$ cat src/rtl/predictor_update_ctrl_if.sv
// Bundle for predictor_update_ctrl.
//   master : EX resolve / IF lookup side (drives requests, observes status and write port)
//   slave  : predictor_update_ctrl
//   upd_*          : branch-outcome update handshake
//   lookup_*       : IF lookup index and hazard flag
//   predictor_*    : read/write port toward basic_predictor_2b
//   fifo_count     : entries currently pending
interface predictor_update_ctrl_if #(
  parameter int unsigned ADDR_WIDTH = 8,
  parameter int unsigned DEPTH      = 4
);
  logic                    upd_valid;
  logic [ADDR_WIDTH-1:0]   upd_index;
  logic                    upd_taken;
  logic                    upd_ready;
  logic                    upd_hold;
  logic                    lookup_valid;
  logic [ADDR_WIDTH-1:0]   lookup_index;
  logic                    lookup_hazard;
  logic [ADDR_WIDTH-1:0]   predictor_raddr;
  logic [ADDR_WIDTH-1:0]   predictor_waddr;
  logic                    predictor_wen;
  logic                    branch_taken_ex;
  logic [$clog2(DEPTH):0]  fifo_count;

  modport master (
    output upd_valid, upd_index, upd_taken, upd_hold, lookup_valid, lookup_index,
    input  upd_ready, lookup_hazard, predictor_raddr, predictor_waddr, predictor_wen,
           branch_taken_ex, fifo_count
  );

  modport slave (
    input  upd_valid, upd_index, upd_taken, upd_hold, lookup_valid, lookup_index,
    output upd_ready, lookup_hazard, predictor_raddr, predictor_waddr, predictor_wen,
           branch_taken_ex, fifo_count
  );
endinterface

$ cat src/rtl/predictor_update_ctrl.sv
// predictor_update_ctrl
// Buffers EX-stage branch-outcome updates in a small FIFO and drains them, one per cycle,
// into the 2-bit predictor table write port. A drain is deferred while the IF lookup hits
// the head entry's index, for at most MAX_DEFER consecutive cycles before a forced write.
// Ports:
//   cpu_clk : core clock
//   cpu_rst : asynchronous active-high reset
//   bus     : slave side of predictor_update_ctrl_if (update handshake, lookup, table port)
module predictor_update_ctrl #(
  parameter int unsigned ENTRY_NUM  = 256,
  parameter int unsigned ADDR_WIDTH = $clog2(ENTRY_NUM),
  parameter int unsigned DEPTH      = 4,
  parameter int unsigned MAX_DEFER  = 3
) (
  input logic                    cpu_clk,
  input logic                    cpu_rst,
  predictor_update_ctrl_if.slave bus
);
  localparam int unsigned AW_F = $clog2(DEPTH);
  localparam int unsigned CW   = AW_F + 1;
  localparam int unsigned DW   = (MAX_DEFER > 0) ? $clog2(MAX_DEFER + 1) : 1;

  typedef enum logic [1:0] {StIdle, StDrain, StDefer, StHold} state_e;

  logic [ADDR_WIDTH-1:0] idx_mem_q [DEPTH];
  logic [DEPTH-1:0]      taken_mem_q;

  logic [AW_F-1:0]       rptr_q, rptr_d, wptr_q, wptr_d;
  logic [CW-1:0]         count_q, count_d;
  logic [DW-1:0]         defer_cnt_q, defer_cnt_d;
  logic                  wen_q, wen_d;
  logic [ADDR_WIDTH-1:0] waddr_q, waddr_d;
  logic                  taken_q, taken_d;
  state_e                state_q, state_d;

  logic                  ready, push, pop, defer, conflict, forced, hit;
  logic [ADDR_WIDTH-1:0] head_idx;
  logic                  head_taken;

  assign ready      = !cpu_rst && (count_q < CW'(DEPTH));
  assign push       = bus.upd_valid && ready;
  assign head_idx   = idx_mem_q[rptr_q];
  assign head_taken = taken_mem_q[rptr_q];
  assign conflict   = bus.lookup_valid && (bus.lookup_index == head_idx);
  assign forced     = (defer_cnt_q == DW'(MAX_DEFER));
  // Hold outranks a forced write: nothing leaves the FIFO while frozen.
  assign pop        = (count_q != '0) && !bus.upd_hold && (!conflict || forced);
  assign defer      = (count_q != '0) && !bus.upd_hold && conflict && !forced;

  // Hazard covers queued entries plus the write currently on the table port.
  always_comb begin
    logic [AW_F-1:0] offs;
    hit = 1'b0;
    for (int unsigned i = 0; i < DEPTH; i++) begin
      offs = AW_F'(i) - rptr_q;
      if (({1'b0, offs} < count_q) && (idx_mem_q[i] == bus.lookup_index)) begin
        hit = 1'b1;
      end
    end
    if (wen_q && (waddr_q == bus.lookup_index)) begin
      hit = 1'b1;
    end
  end

  always_comb begin
    rptr_d      = rptr_q;
    wptr_d      = wptr_q;
    count_d     = count_q;
    defer_cnt_d = defer_cnt_q;
    wen_d       = 1'b0;
    waddr_d     = waddr_q;
    taken_d     = taken_q;
    if (push) begin
      wptr_d = wptr_q + 1'b1;
    end
    if (pop) begin
      rptr_d      = rptr_q + 1'b1;
      wen_d       = 1'b1;
      waddr_d     = head_idx;
      taken_d     = head_taken;
      defer_cnt_d = '0;
    end else if (defer) begin
      defer_cnt_d = defer_cnt_q + 1'b1;
    end
    unique case ({push, pop})
      2'b10:   count_d = count_q + 1'b1;
      2'b01:   count_d = count_q - 1'b1;
      default: count_d = count_q;
    endcase
  end

  // State records what the controller did at the last edge; IDLE iff the FIFO is empty.
  always_comb begin
    if (count_d == '0) begin
      state_d = StIdle;
    end else if (bus.upd_hold) begin
      state_d = StHold;
    end else if (defer) begin
      state_d = StDefer;
    end else begin
      state_d = StDrain;
    end
  end

  always_ff @(posedge cpu_clk or posedge cpu_rst) begin
    if (cpu_rst) begin
      rptr_q      <= '0;
      wptr_q      <= '0;
      count_q     <= '0;
      defer_cnt_q <= '0;
      wen_q       <= 1'b0;
      waddr_q     <= '0;
      taken_q     <= 1'b0;
      state_q     <= StIdle;
    end else begin
      rptr_q      <= rptr_d;
      wptr_q      <= wptr_d;
      count_q     <= count_d;
      defer_cnt_q <= defer_cnt_d;
      wen_q       <= wen_d;
      waddr_q     <= waddr_d;
      taken_q     <= taken_d;
      state_q     <= state_d;
    end
  end

  // Payload storage needs no reset; validity comes from the pointers and count.
  always_ff @(posedge cpu_clk) begin
    if (push) begin
      idx_mem_q[wptr_q]   <= bus.upd_index;
      taken_mem_q[wptr_q] <= bus.upd_taken;
    end
  end

  assign bus.upd_ready       = ready;
  assign bus.lookup_hazard   = bus.lookup_valid && hit;
  assign bus.predictor_raddr = bus.lookup_index;
  assign bus.predictor_waddr = waddr_q;
  assign bus.predictor_wen   = wen_q;
  assign bus.branch_taken_ex = taken_q;
  assign bus.fifo_count      = count_q;

  idle_matches_empty: assert property (@(posedge cpu_clk) disable iff (cpu_rst)
    (state_q == StIdle) == (count_q == '0));
endmodule

$ cat src/flat_wrapper.sv
// flat-port wrapper written by rule: the top's interface ports become plain ports
module predictor_update_ctrl_flat 
#(
  parameter int unsigned ENTRY_NUM  = 256,
  parameter int unsigned ADDR_WIDTH = $clog2(ENTRY_NUM),
  parameter int unsigned DEPTH      = 4,
  parameter int unsigned MAX_DEFER  = 3
)
  (cpu_clk, cpu_rst, bus_upd_valid, bus_upd_index, bus_upd_taken, bus_upd_hold, bus_lookup_valid, bus_lookup_index, bus_upd_ready, bus_lookup_hazard, bus_predictor_raddr, bus_predictor_waddr, bus_predictor_wen, bus_branch_taken_ex, bus_fifo_count);
  predictor_update_ctrl_if #(.ADDR_WIDTH(ADDR_WIDTH), .DEPTH(DEPTH)) bus_i ();
  input logic cpu_clk;
  input logic cpu_rst;
  input wire logic [$bits(bus_i.upd_valid)-1:0] bus_upd_valid;
  input wire logic [$bits(bus_i.upd_index)-1:0] bus_upd_index;
  input wire logic [$bits(bus_i.upd_taken)-1:0] bus_upd_taken;
  input wire logic [$bits(bus_i.upd_hold)-1:0] bus_upd_hold;
  input wire logic [$bits(bus_i.lookup_valid)-1:0] bus_lookup_valid;
  input wire logic [$bits(bus_i.lookup_index)-1:0] bus_lookup_index;
  output wire logic [$bits(bus_i.upd_ready)-1:0] bus_upd_ready;
  output wire logic [$bits(bus_i.lookup_hazard)-1:0] bus_lookup_hazard;
  output wire logic [$bits(bus_i.predictor_raddr)-1:0] bus_predictor_raddr;
  output wire logic [$bits(bus_i.predictor_waddr)-1:0] bus_predictor_waddr;
  output wire logic [$bits(bus_i.predictor_wen)-1:0] bus_predictor_wen;
  output wire logic [$bits(bus_i.branch_taken_ex)-1:0] bus_branch_taken_ex;
  output wire logic [$bits(bus_i.fifo_count)-1:0] bus_fifo_count;
  assign bus_i.upd_valid = bus_upd_valid;
  assign bus_i.upd_index = bus_upd_index;
  assign bus_i.upd_taken = bus_upd_taken;
  assign bus_i.upd_hold = bus_upd_hold;
  assign bus_i.lookup_valid = bus_lookup_valid;
  assign bus_i.lookup_index = bus_lookup_index;
  assign bus_upd_ready = bus_i.upd_ready;
  assign bus_lookup_hazard = bus_i.lookup_hazard;
  assign bus_predictor_raddr = bus_i.predictor_raddr;
  assign bus_predictor_waddr = bus_i.predictor_waddr;
  assign bus_predictor_wen = bus_i.predictor_wen;
  assign bus_branch_taken_ex = bus_i.branch_taken_ex;
  assign bus_fifo_count = bus_i.fifo_count;
  predictor_update_ctrl #(.ENTRY_NUM(ENTRY_NUM), .ADDR_WIDTH(ADDR_WIDTH), .DEPTH(DEPTH), .MAX_DEFER(MAX_DEFER)) u_core (.cpu_clk(cpu_clk), .cpu_rst(cpu_rst), .bus(bus_i));
endmodule
$ cat config.mk
export PLATFORM = sky130hd
export DESIGN_NAME = predictor_update_ctrl_flat
export DESIGN_NICKNAME = d
export VERILOG_FILES = /design/src/rtl/predictor_update_ctrl_if.sv /design/src/rtl/predictor_update_ctrl.sv /design/src/flat_wrapper.sv
export SDC_FILE = /design/constraint.sdc
export NUM_CORES = 1
export LEC_CHECK = 0
export CORE_ASPECT_RATIO = 1.25
export CORE_MARGIN = 4
export CORE_UTILIZATION = 48
export DETAILED_ROUTE_END_ITERATION = 10
export PLACE_DENSITY = 0.72
export REMOVE_ABC_BUFFERS = 1
export SYNTH_ARGS = -nofsm -noshare
export SYNTH_HDL_FRONTEND = slang
export SYNTH_SLANG_ARGS = --single-unit
$ cat constraint.sdc
create_clock -name cpu_clk -period 4.2 [get_ports cpu_clk]
set_input_delay 1.05 -clock cpu_clk [delete_from_list [all_inputs] [get_ports cpu_clk]]
set_output_delay 1.05 -clock cpu_clk [all_outputs]
set_load 0.005 [all_outputs]
---- Yosys cells after proc, flatten, opt, wreduce, memory -nomap -nowiden ----
Memory sizes are Yosys's and may differ from the RTL's.
Cells that the tools add are included.
storage, ports and cells
  register bits ........................... 23
  bits in latches ......................... 0
  RAM bits ................................ 32
  memory bits (read-only) ................. 0
  output and inout port bits .............. 23
  word-level logic and storage cells ...... 73
  memories kept ........................... 1
memories
  name              words  width  rd ports  clocked after memory_dff  wr ports  RTL line                     source
  u_core.idx_mem_q  4      8      5         0                         1         predictor_update_ctrl.sv:25  logic [ADDR_WIDTH-1:0] idx_mem_q [DEPTH];
cells by class
  add/subtract/negate cells ............... 9
  multipliers ............................. 0
  div/mod/pow operators ................... 0
  magnitude comparators ................... 8
  equal/unequal tests ..................... 9
  shift operators ......................... 0
  muxes and demuxes ....................... 16
  bitwise logic cells ..................... 0
  reductions and logical operators ........ 22
operator list
  kind                                                  count
  equality test 8 bit                                   6
  logical AND 1 bit                                     14
  < comparator 2 x 3 -> 1 bit                           4
  2-to-1 mux 1 bit                                      10
  adder 2 x 1 -> 2 bit (second input constant)          3
  < comparator 2 x 3 -> 1 bit (second input constant)   2
  one-hot mux 3 bit (2 select lines)                    1
  bitwise mux 4 bit                                     1
  equality test 2 bit (second input constant)           2
  logical NOT 1 bit                                     4
  2-to-1 mux 2 bit                                      2
  nonzero test 2 bit                                    2
  subtractor 1 x 2 -> 2 bit (first input constant)      2
  subtractor 2 bit (first input constant)               2
  adder 3 x 1 -> 3 bit (second input constant)          1
  < comparator 3 bit (second input constant)            1
  nonzero test 3 bit                                    1
  subtractor 3 x 1 -> 3 bit (second input constant)     1
  binary-select mux 1 bit (select 2 bit)                1
  demux 1 bit (select 2 bit)                            1
  equality test 2 x 1 -> 1 bit (second input constant)  1
  >= comparator 2 x 1 -> 1 bit (second input constant)  1
  logical OR 1 bit                                      1

---- Depth between registers and ports, before layout ----
Gate-level depths: netlist of the first run.
  depth after elaboration ................. 9
  depth in mapped cells ................... 14
  gate-level depth less buffers ........... 11

---- Least setup slack after synthesis of the first run ----
Ideal clock, no wire load.
  path kind ............................... input to output
  start ................................... in bus_lookup_index[6]
  end ..................................... out bus_lookup_hazard
  arrival time ............................ 2222 ps
  setup slack ............................. 928 ps
  stages on the path ...................... 6
  buffers on the path ..................... 1
  cells stage by stage .................... clkbuf_1 > xnor2_1 > nand4_1 > a2111oi_0 > a31oi_1 > a41oi_1
between the ends
  longest elaborated chain between the ends .. 8
ends and longest elaborated chain
  item                            RTL line                      source
  start: declaration              flat_wrapper.sv:18            input wire logic [$bits(bus_i.lookup_index)-1:0] bus_lookup_index;
  equality test 8 bit             predictor_update_ctrl.sv:56   if (({1'b0, offs} < count_q) && (idx_mem_q[i] == bus.lookup_index)) begin
  logical AND 1 bit               predictor_update_ctrl.sv:56
  2-to-1 mux 1 bit (4 in series)  predictor_update_ctrl.sv:56
  2-to-1 mux 1 bit (*)            predictor_update_ctrl.sv:60   if (wen_q && (waddr_q == bus.lookup_index)) begin
  logical AND 1 bit (*)           predictor_update_ctrl.sv:136  assign bus.lookup_hazard = bus.lookup_valid && hit;
  end: declaration                flat_wrapper.sv:20            output wire logic [$bits(bus_i.lookup_hazard)-1:0] bus_lookup_hazard;
Mark *: on every way between the ends. The rest lies on a longest branch, timed or not.

---- Final worst setup path of the first run ----
  start ................................... in bus_lookup_index[5]
  end ..................................... out bus_lookup_hazard
The elaborated chain is that of the path after synthesis.

==> results of run 1 <==
## metal layers
layer / GRT usage (%) / wire length, um / up-vias
li1: - / - / 866
met1: 20.9 / 2660 / 892
met2: 30.9 / 3150 / 35
met3: 3.09 / 178 / 9
met4: 5.69 / 101 / 0
met5: 0 / 0 / -
## cells by family after synthesis
group | count (synthesis) | synth area share [%]
XOR/XNOR | 55 | 16.1
flip-flops | 55 | 51.9
AND/OR/NAND/NOR | 32 | 5.80
buffers and inverters | 31 | 5.85
multiplexers | 18 | 11.6
AO/OA/AOI/OAI | 16 | 3.84
adder cells (fa/ha/maj) | 11 | 4.84
## layout make-up
cell class,instances,share of cell area [%]
inverters,11,1.11
well taps,82,2.76
repair buffers,60,15.4
multi-input cells,132,35.9
flip-flops and latches,55,41.9
clock inverters,1,0.808
clock buffers,7,2.05
## sequential cells by signal (all words and copies together), names as in the netlist
signal                      count
u_core.bus.branch_taken_ex      1
u_core.defer_cnt_q              2
u_core.idx_mem_q               32
u_core.taken_mem_q              4
u_core.bus.predictor_waddr      8
u_core.bus.predictor_wen        1
u_core.wptr_q                   2
u_core.bus.fifo_count           3
u_core.rptr_q                   2
## cells in the mapped netlist
| cell | number |
|---|---|
| inv_1 | 11 |
| a31o_2 | 1 |
| edfxtp_1 | 36 |
| and2_1 | 1 |
| mux4_1 | 4 |
| ha_1 | 10 |
| nor4_1 | 5 |
| a32oi_1 | 1 |
| nand2b_1 | 1 |
| o311ai_0 | 1 |
| nor2b_1 | 2 |
| clkbuf_1 | 7 |
| buf_4 | 8 |
| xor2_1 | 22 |
| buf_8 | 1 |
| fa_1 | 1 |
| o31ai_2 | 1 |
| nor2_1 | 6 |
| o211ai_1 | 1 |
| xnor2_1 | 33 |
| a21o_1 | 1 |
| nand4_1 | 7 |
| mux4_2 | 5 |
| a41oi_1 | 1 |
| and3_1 | 4 |
| buf_6 | 2 |
| buf_2 | 2 |
| a21oi_1 | 3 |
| dfrtp_1 | 19 |
| mux2_4 | 8 |
| nor3_1 | 3 |
| o21bai_1 | 1 |
| o21ai_0 | 3 |
| a31oi_1 | 1 |
| mux2_2 | 1 |
| nand2_1 | 3 |
| a2111oi_0 | 1 |
## path summary, 6_finish.rpt
path	from	end	cells past startpoint
setup / recovery	bus_lookup_index[5]	bus_lookup_hazard	7
hold / removal	u_core.bus.branch_taken_ex$_DFFE_PP0P_	u_core.bus.branch_taken_ex$_DFFE_PP0P_	1
setup reg to reg	u_core.rptr_q[0]$_DFFE_PP0P_	u_core.bus.fifo_count[2]$_DFFE_PP0P_	12
hold reg to reg	u_core.bus.branch_taken_ex$_DFFE_PP0P_	u_core.bus.branch_taken_ex$_DFFE_PP0P_	1
max in group asynchronous	cpu_rst	u_core.rptr_q[0]$_DFFE_PP0P_	2
min in group asynchronous	cpu_rst	u_core.bus.predictor_waddr[3]$_DFFE_PP0P_	2
## power groups by stage
stage / clock network, mW / logic (mW) / registers (mW)
4_1_cts: 0.350 / 0.851 / 0.822
3_5_place_dp: 0 / 0.827 / 0.832
5_1_grt: 0.372 / 0.935 / 0.842
6_report: 0.339 / 0.852 / 0.823
3_3_place_gp: 0 / 0.807 / 0.830
2_1_floorplan: 0 / 0.500 / 0.820
## critical path, stage by stage
cell,delay [ns]
clkdlybuf4s50_1,0.44
buf_4,0.18
xor2_1,0.16
nor4_2,0.30
o211ai_1,0.16
a41oi_2,0.24
clkdlybuf4s50_1,0.53
## repair_timing
| action | in CTS | in global routing |
|---|---|---|
| endpoints found under the hold margin | 0 | 0 |
| endpoints found under the setup margin | 1 | 1 |
| gates resized for setup | 4 | 13 |
| pin swaps | 1 | 5 |
## cells in the final DEF (no fill, tap or decap), drive strengths merged, types with 6 or more instances in the layout
master / synthesis / final
buf: 13 / 16
clkdlybuf4s50: 0 / 39
ha: 10 / 10
xnor2: 33 / 33
inv: 11 / 11
clkbuf: 7 / 7
mux2: 9 / 9
dfrtp: 19 / 19
nor2: 6 / 6
nand4: 7 / 7
edfxtp: 36 / 36
xor2: 22 / 22
mux4: 9 / 9
==> qor.yml, run 1 <==
p_per_area_mw_per_mm2: 542
die_y_um: 96.3
final_hold_viol_count: 0
post-dp-hpwl_mm: 4.63
final_area_sq_mm: 0.00371
worstPathRequired_ns: 3.15
post_drt_via_cell_ratio: 5.18
combPwrFrac_pct: 42.3
tightest_slew_ns: 0.726
pre_cts_slack_ns: -0.0927
netSwitchingFraction_pct: 32.6
multiInputGateArea_sq_mm: 0.00134
overflow: 0
min_period_over_period_pct: 98.0
fin_worst_skew_ns: 0.00360
antenna_found_initial: 0
power_frac_clock_pct: 16.8
max_freq_mhz: 243
stdcell_count: 348
crit_type: "input port to primary output"
clk_pin_slew_worst_paths_ns: 0.09
critPathLaunchType: "input port"
track_usage_pct: 17.2
ys_ff_latch: 55
dieArea_sq_mm: 0.00758
cp-end-kind: "primary output"
p_leak_nw: 1.45
yosysTopAreaCell: "edfxtp_1"
power.internal_mw: 1.36
grt_max_degree: 20
synth_top_area_share_pct: 36.1
nFillCells: 468
clockBufferDepth: 2
netlist_top_cells_area: "edfxtp_1 (36%), dfrtp_1 (16%), xnor2_1 (9.6%), xor2_1 (6.4%), ha_1 (4.2%)"
gp_congestion: 0.875
die_w_um: 78.7
seqPwrFrac_pct: 40.9
relSlewSlack_pct: 51.5
wl_mm: 6.09
cts_root_buf: "clkbuf_8"
avgSynthCellArea_sq_um: 13.7
outcome: "finished, final reports clean"
placed_area_sq_mm: 0.00353
numCtsBuffers: 5
ys_seq_area_share_pct: 51.9
power_mw: 2.01
drv_cap: 0
drive_gt1_share_pct: 18.4
core_sq_mm: 0.00593
finalCriticalPeriod_ns: 4.11
syn2layout_area_growth_pct: 24.0
synth_area_sq_mm: 0.00300
row_count: 31
peakVddDrop_mv: 0.260
setup_slack_ns: 0.0860
hp-class: "flop to flop"
yosys_warnings: 0
drtPass1Iterations: 4
grt_pass1_vias: 1875
cp.arrival_ns: 3.06
drcViolationCount: 0
grt_pass1_wl_mm: 9.67
postSynthCellCount: 218
dp.cells: 340
postCtsSetupBuffers: 0
seqCellArea_sq_mm: 0.00156
finalMaxSlewViolations: 0
vias: 1802
fin_util_pct: 62.6
ios: 45
htreeDepth: 2
cts_hold_buf: 0
yosysUniqueCellTypes: 37
finish.net_count: 298
critical_path.max_fanout: 6
switchingPower_mw: 0.656
holdWs_ns: 0.529
setup_tns_ns: 0
drt_first_iter_violations: 122
rsz0062_at_grt: "no"
drtAntennaViolNets: 0
finalSetupViolCount: 0
insertedDiodeCount: 0
cts.sinks: 55
portBuffers: 44
start_util_pct: 50.5
wire_per_inst_um: 17.5
clk_latency_ns: 0.30
regToRegSetupSlack_ns: 1.18
cts_tree: "done"
Note: power is estimated with default switching activity, not from simulation.
==> run 2: changes to the inputs <==
Clock period 4.2 ns to 5.3 ns, I/O delays scaled along.
==> run 2 against run 1 <==
Compared with the run above:
- clock power decreased by 6.2%
- worst setup slack improved by 0.29 ns
- utilization decreased by 2.5 points
- sequential cell count unchanged
- cell count decreased by 3.4%
- die area unchanged
- critical path type unchanged
- wire length decreased by 4.2%
- sequential power decreased by 18%
- global-route usage decreased by 0.44 points
==> qor.yml, run 2 (synthesized netlist as in run 1, its figures left out) <==
fin_util_pct: 60.1
cp.arrival_ns: 3.60
die_w_um: 78.7
wire_per_inst_um: 17.4
critPathLaunchType: "input port"
cts_tree: "done"
post_drt_via_cell_ratio: 5.28
cpMostUsedCell: "clkdlybuf4s50_1"
worstPathCellList: "clkdlybuf4s50_1, xnor2_1, nand4_1, a2111oi_0, a31oi_1, a41oi_1, clkdlybuf4s50_1"
die_y_um: 96.3
gp_congestion: 0.787
cts.sinks: 55
start_util_pct: 50.5
portBuffers: 44
layout_common_cells: "clkdlybuf4s50_1 (44), edfxtp_1 (36), xnor2_1 (33)"
mostFrequentLayoutCell: "clkdlybuf4s50_1"
finalCriticalPeriod_ns: 4.93
final_hold_viol_count: 0
hp-class: "flop to flop"
cts_root_buf: "clkbuf_8"
relSlewSlack_pct: 47.3
grt_max_degree: 20
outcome: "finished, final reports clean"
p_per_area_mw_per_mm2: 448
fin_worst_skew_ns: 0.0120
power_frac_clock_pct: 19.9
post-dp-hpwl_mm: 4.48
clockBufferDepth: 2
dieArea_sq_mm: 0.00758
core_sq_mm: 0.00593
rsz0062_at_grt: "no"
tightest_slew_ns: 0.791
antenna_found_initial: 0
finalSetupViolCount: 0
setup_tns_ns: 0
row_count: 31
crit_type: "input port to primary output"
combPwrFrac_pct: 37.9
cts_resized: 0
critPathMaxStageDelay_ns: 0.70
p_leak_nw: 1.34
track_usage_pct: 16.8
drt_first_iter_violations: 100
ios: 45
htreeDepth: 2
drtPass1Iterations: 4
min_period_over_period_pct: 92.9
peakVddDrop_mv: 0.201
critical_path.max_fanout: 7
cp-end-kind: "primary output"
drcViolationCount: 0
max_freq_mhz: 203
stdcell_count: 336
largest_register: "u_core.idx_mem_q"
power.internal_mw: 1.10
holdWs_ns: 0.537
switchingPower_mw: 0.499
netSwitchingFraction_pct: 31.2
drive_gt1_share_pct: 10.6
insertedDiodeCount: 0
numCtsBuffers: 5
seqCellArea_sq_mm: 0.00156
nFillCells: 488
grt_pass1_wl_mm: 9.45
overflow: 0
syn2layout_area_growth_pct: 19.1
pre_cts_slack_ns: 0.354
drv_cap: 0
finalMaxSlewViolations: 0
seqPwrFrac_pct: 42.2
postCtsSetupBuffers: 0
cts_hold_buf: 0
vias: 1774
largest_register_ffs: 32
worstPathRequired_ns: 3.97
setup_slack_ns: 0.374
clk_pin_slew_worst_paths_ns: 0.10
dp.cells: 328
slowest_stage: "clkdlybuf4s50_1"
clk_latency_ns: 0.30
finish.net_count: 286
wl_mm: 5.84
grt_pass1_vias: 1848
drtAntennaViolNets: 0
multiInputGateArea_sq_mm: 0.00126
## run 2: cell count changes in the layout (fill, tap and decap cells not counted), sizes merged
cell	change
buf	-12
clkdlybuf4s50	+5
dlymetal6s2s	-5
bufinv	+1
clkbuf	-1
## run 2: cell type report
cell class                      instances  share of cell area, %
Tap cell                               82                   2.88
Clock buffer                            6                   2.03
Timing Repair Buffer                   48                   13.2
Multi-Input combinational cell        132                   35.4
Sequential cell                        55                   43.6
Clock inverter                          2                   1.68
Inverter                               11                   1.16
## run 2: worst paths after layout
path,from,to,depth (start not counted),slack (ns)
setup / recovery,bus_lookup_index[1],bus_lookup_hazard,7,0.37
min in group asynchronous,cpu_rst,u_core.bus.branch_taken_ex$_DFFE_PP0P_,2,1.47
hold reg to reg,u_core.bus.branch_taken_ex$_DFFE_PP0P_,u_core.bus.branch_taken_ex$_DFFE_PP0P_,1,0.54
hold / removal,u_core.bus.branch_taken_ex$_DFFE_PP0P_,u_core.bus.branch_taken_ex$_DFFE_PP0P_,1,0.54
max in group asynchronous,cpu_rst,u_core.bus.predictor_waddr[0]$_DFFE_PP0P_,2,3.37
setup reg to reg,u_core.rptr_q[0]$_DFFE_PP0P_,u_core.bus.fifo_count[2]$_DFFE_PP0P_,12,1.79
## run 2: power groups by stage
stage               registers, mW  clock network [mW]  logic, mW
floorplan                   0.650                   0      0.396
global placement            0.685                   0      0.602
detailed placement          0.686                   0      0.613
CTS                         0.677               0.325      0.615
global route                0.697               0.344      0.672
finish                      0.675               0.318      0.607
## run 2: per-stage QoR
stage / total power, mW / cell area, sq um
5_1_grt: 1.71 / 3570
4_1_cts: 1.62 / 3570
6_report: 1.60 / 3570
3_5_place_dp: 1.30 / 3440
2_1_floorplan: 1.05 / 2860
3_3_place_gp: 1.29 / 3440
## run 2: per-layer routing
metal  track usage (%)  up-vias  part of all wire, %
li1                  -      839                    -
met1              21.3      878                   42
met2              28.8       50                   52
met3              3.09        7                  5.0
met4              6.27        0                  1.5
met5                 0        -                    0
## run 2: worst max-delay path: cells and delay by family
kind	cells	cell delay, ns
buffers and inverters	2	1.24
AO/OA/AOI/OAI	3	0.71
XOR/XNOR	1	0.17
AND/OR/NAND/NOR	1	0.16
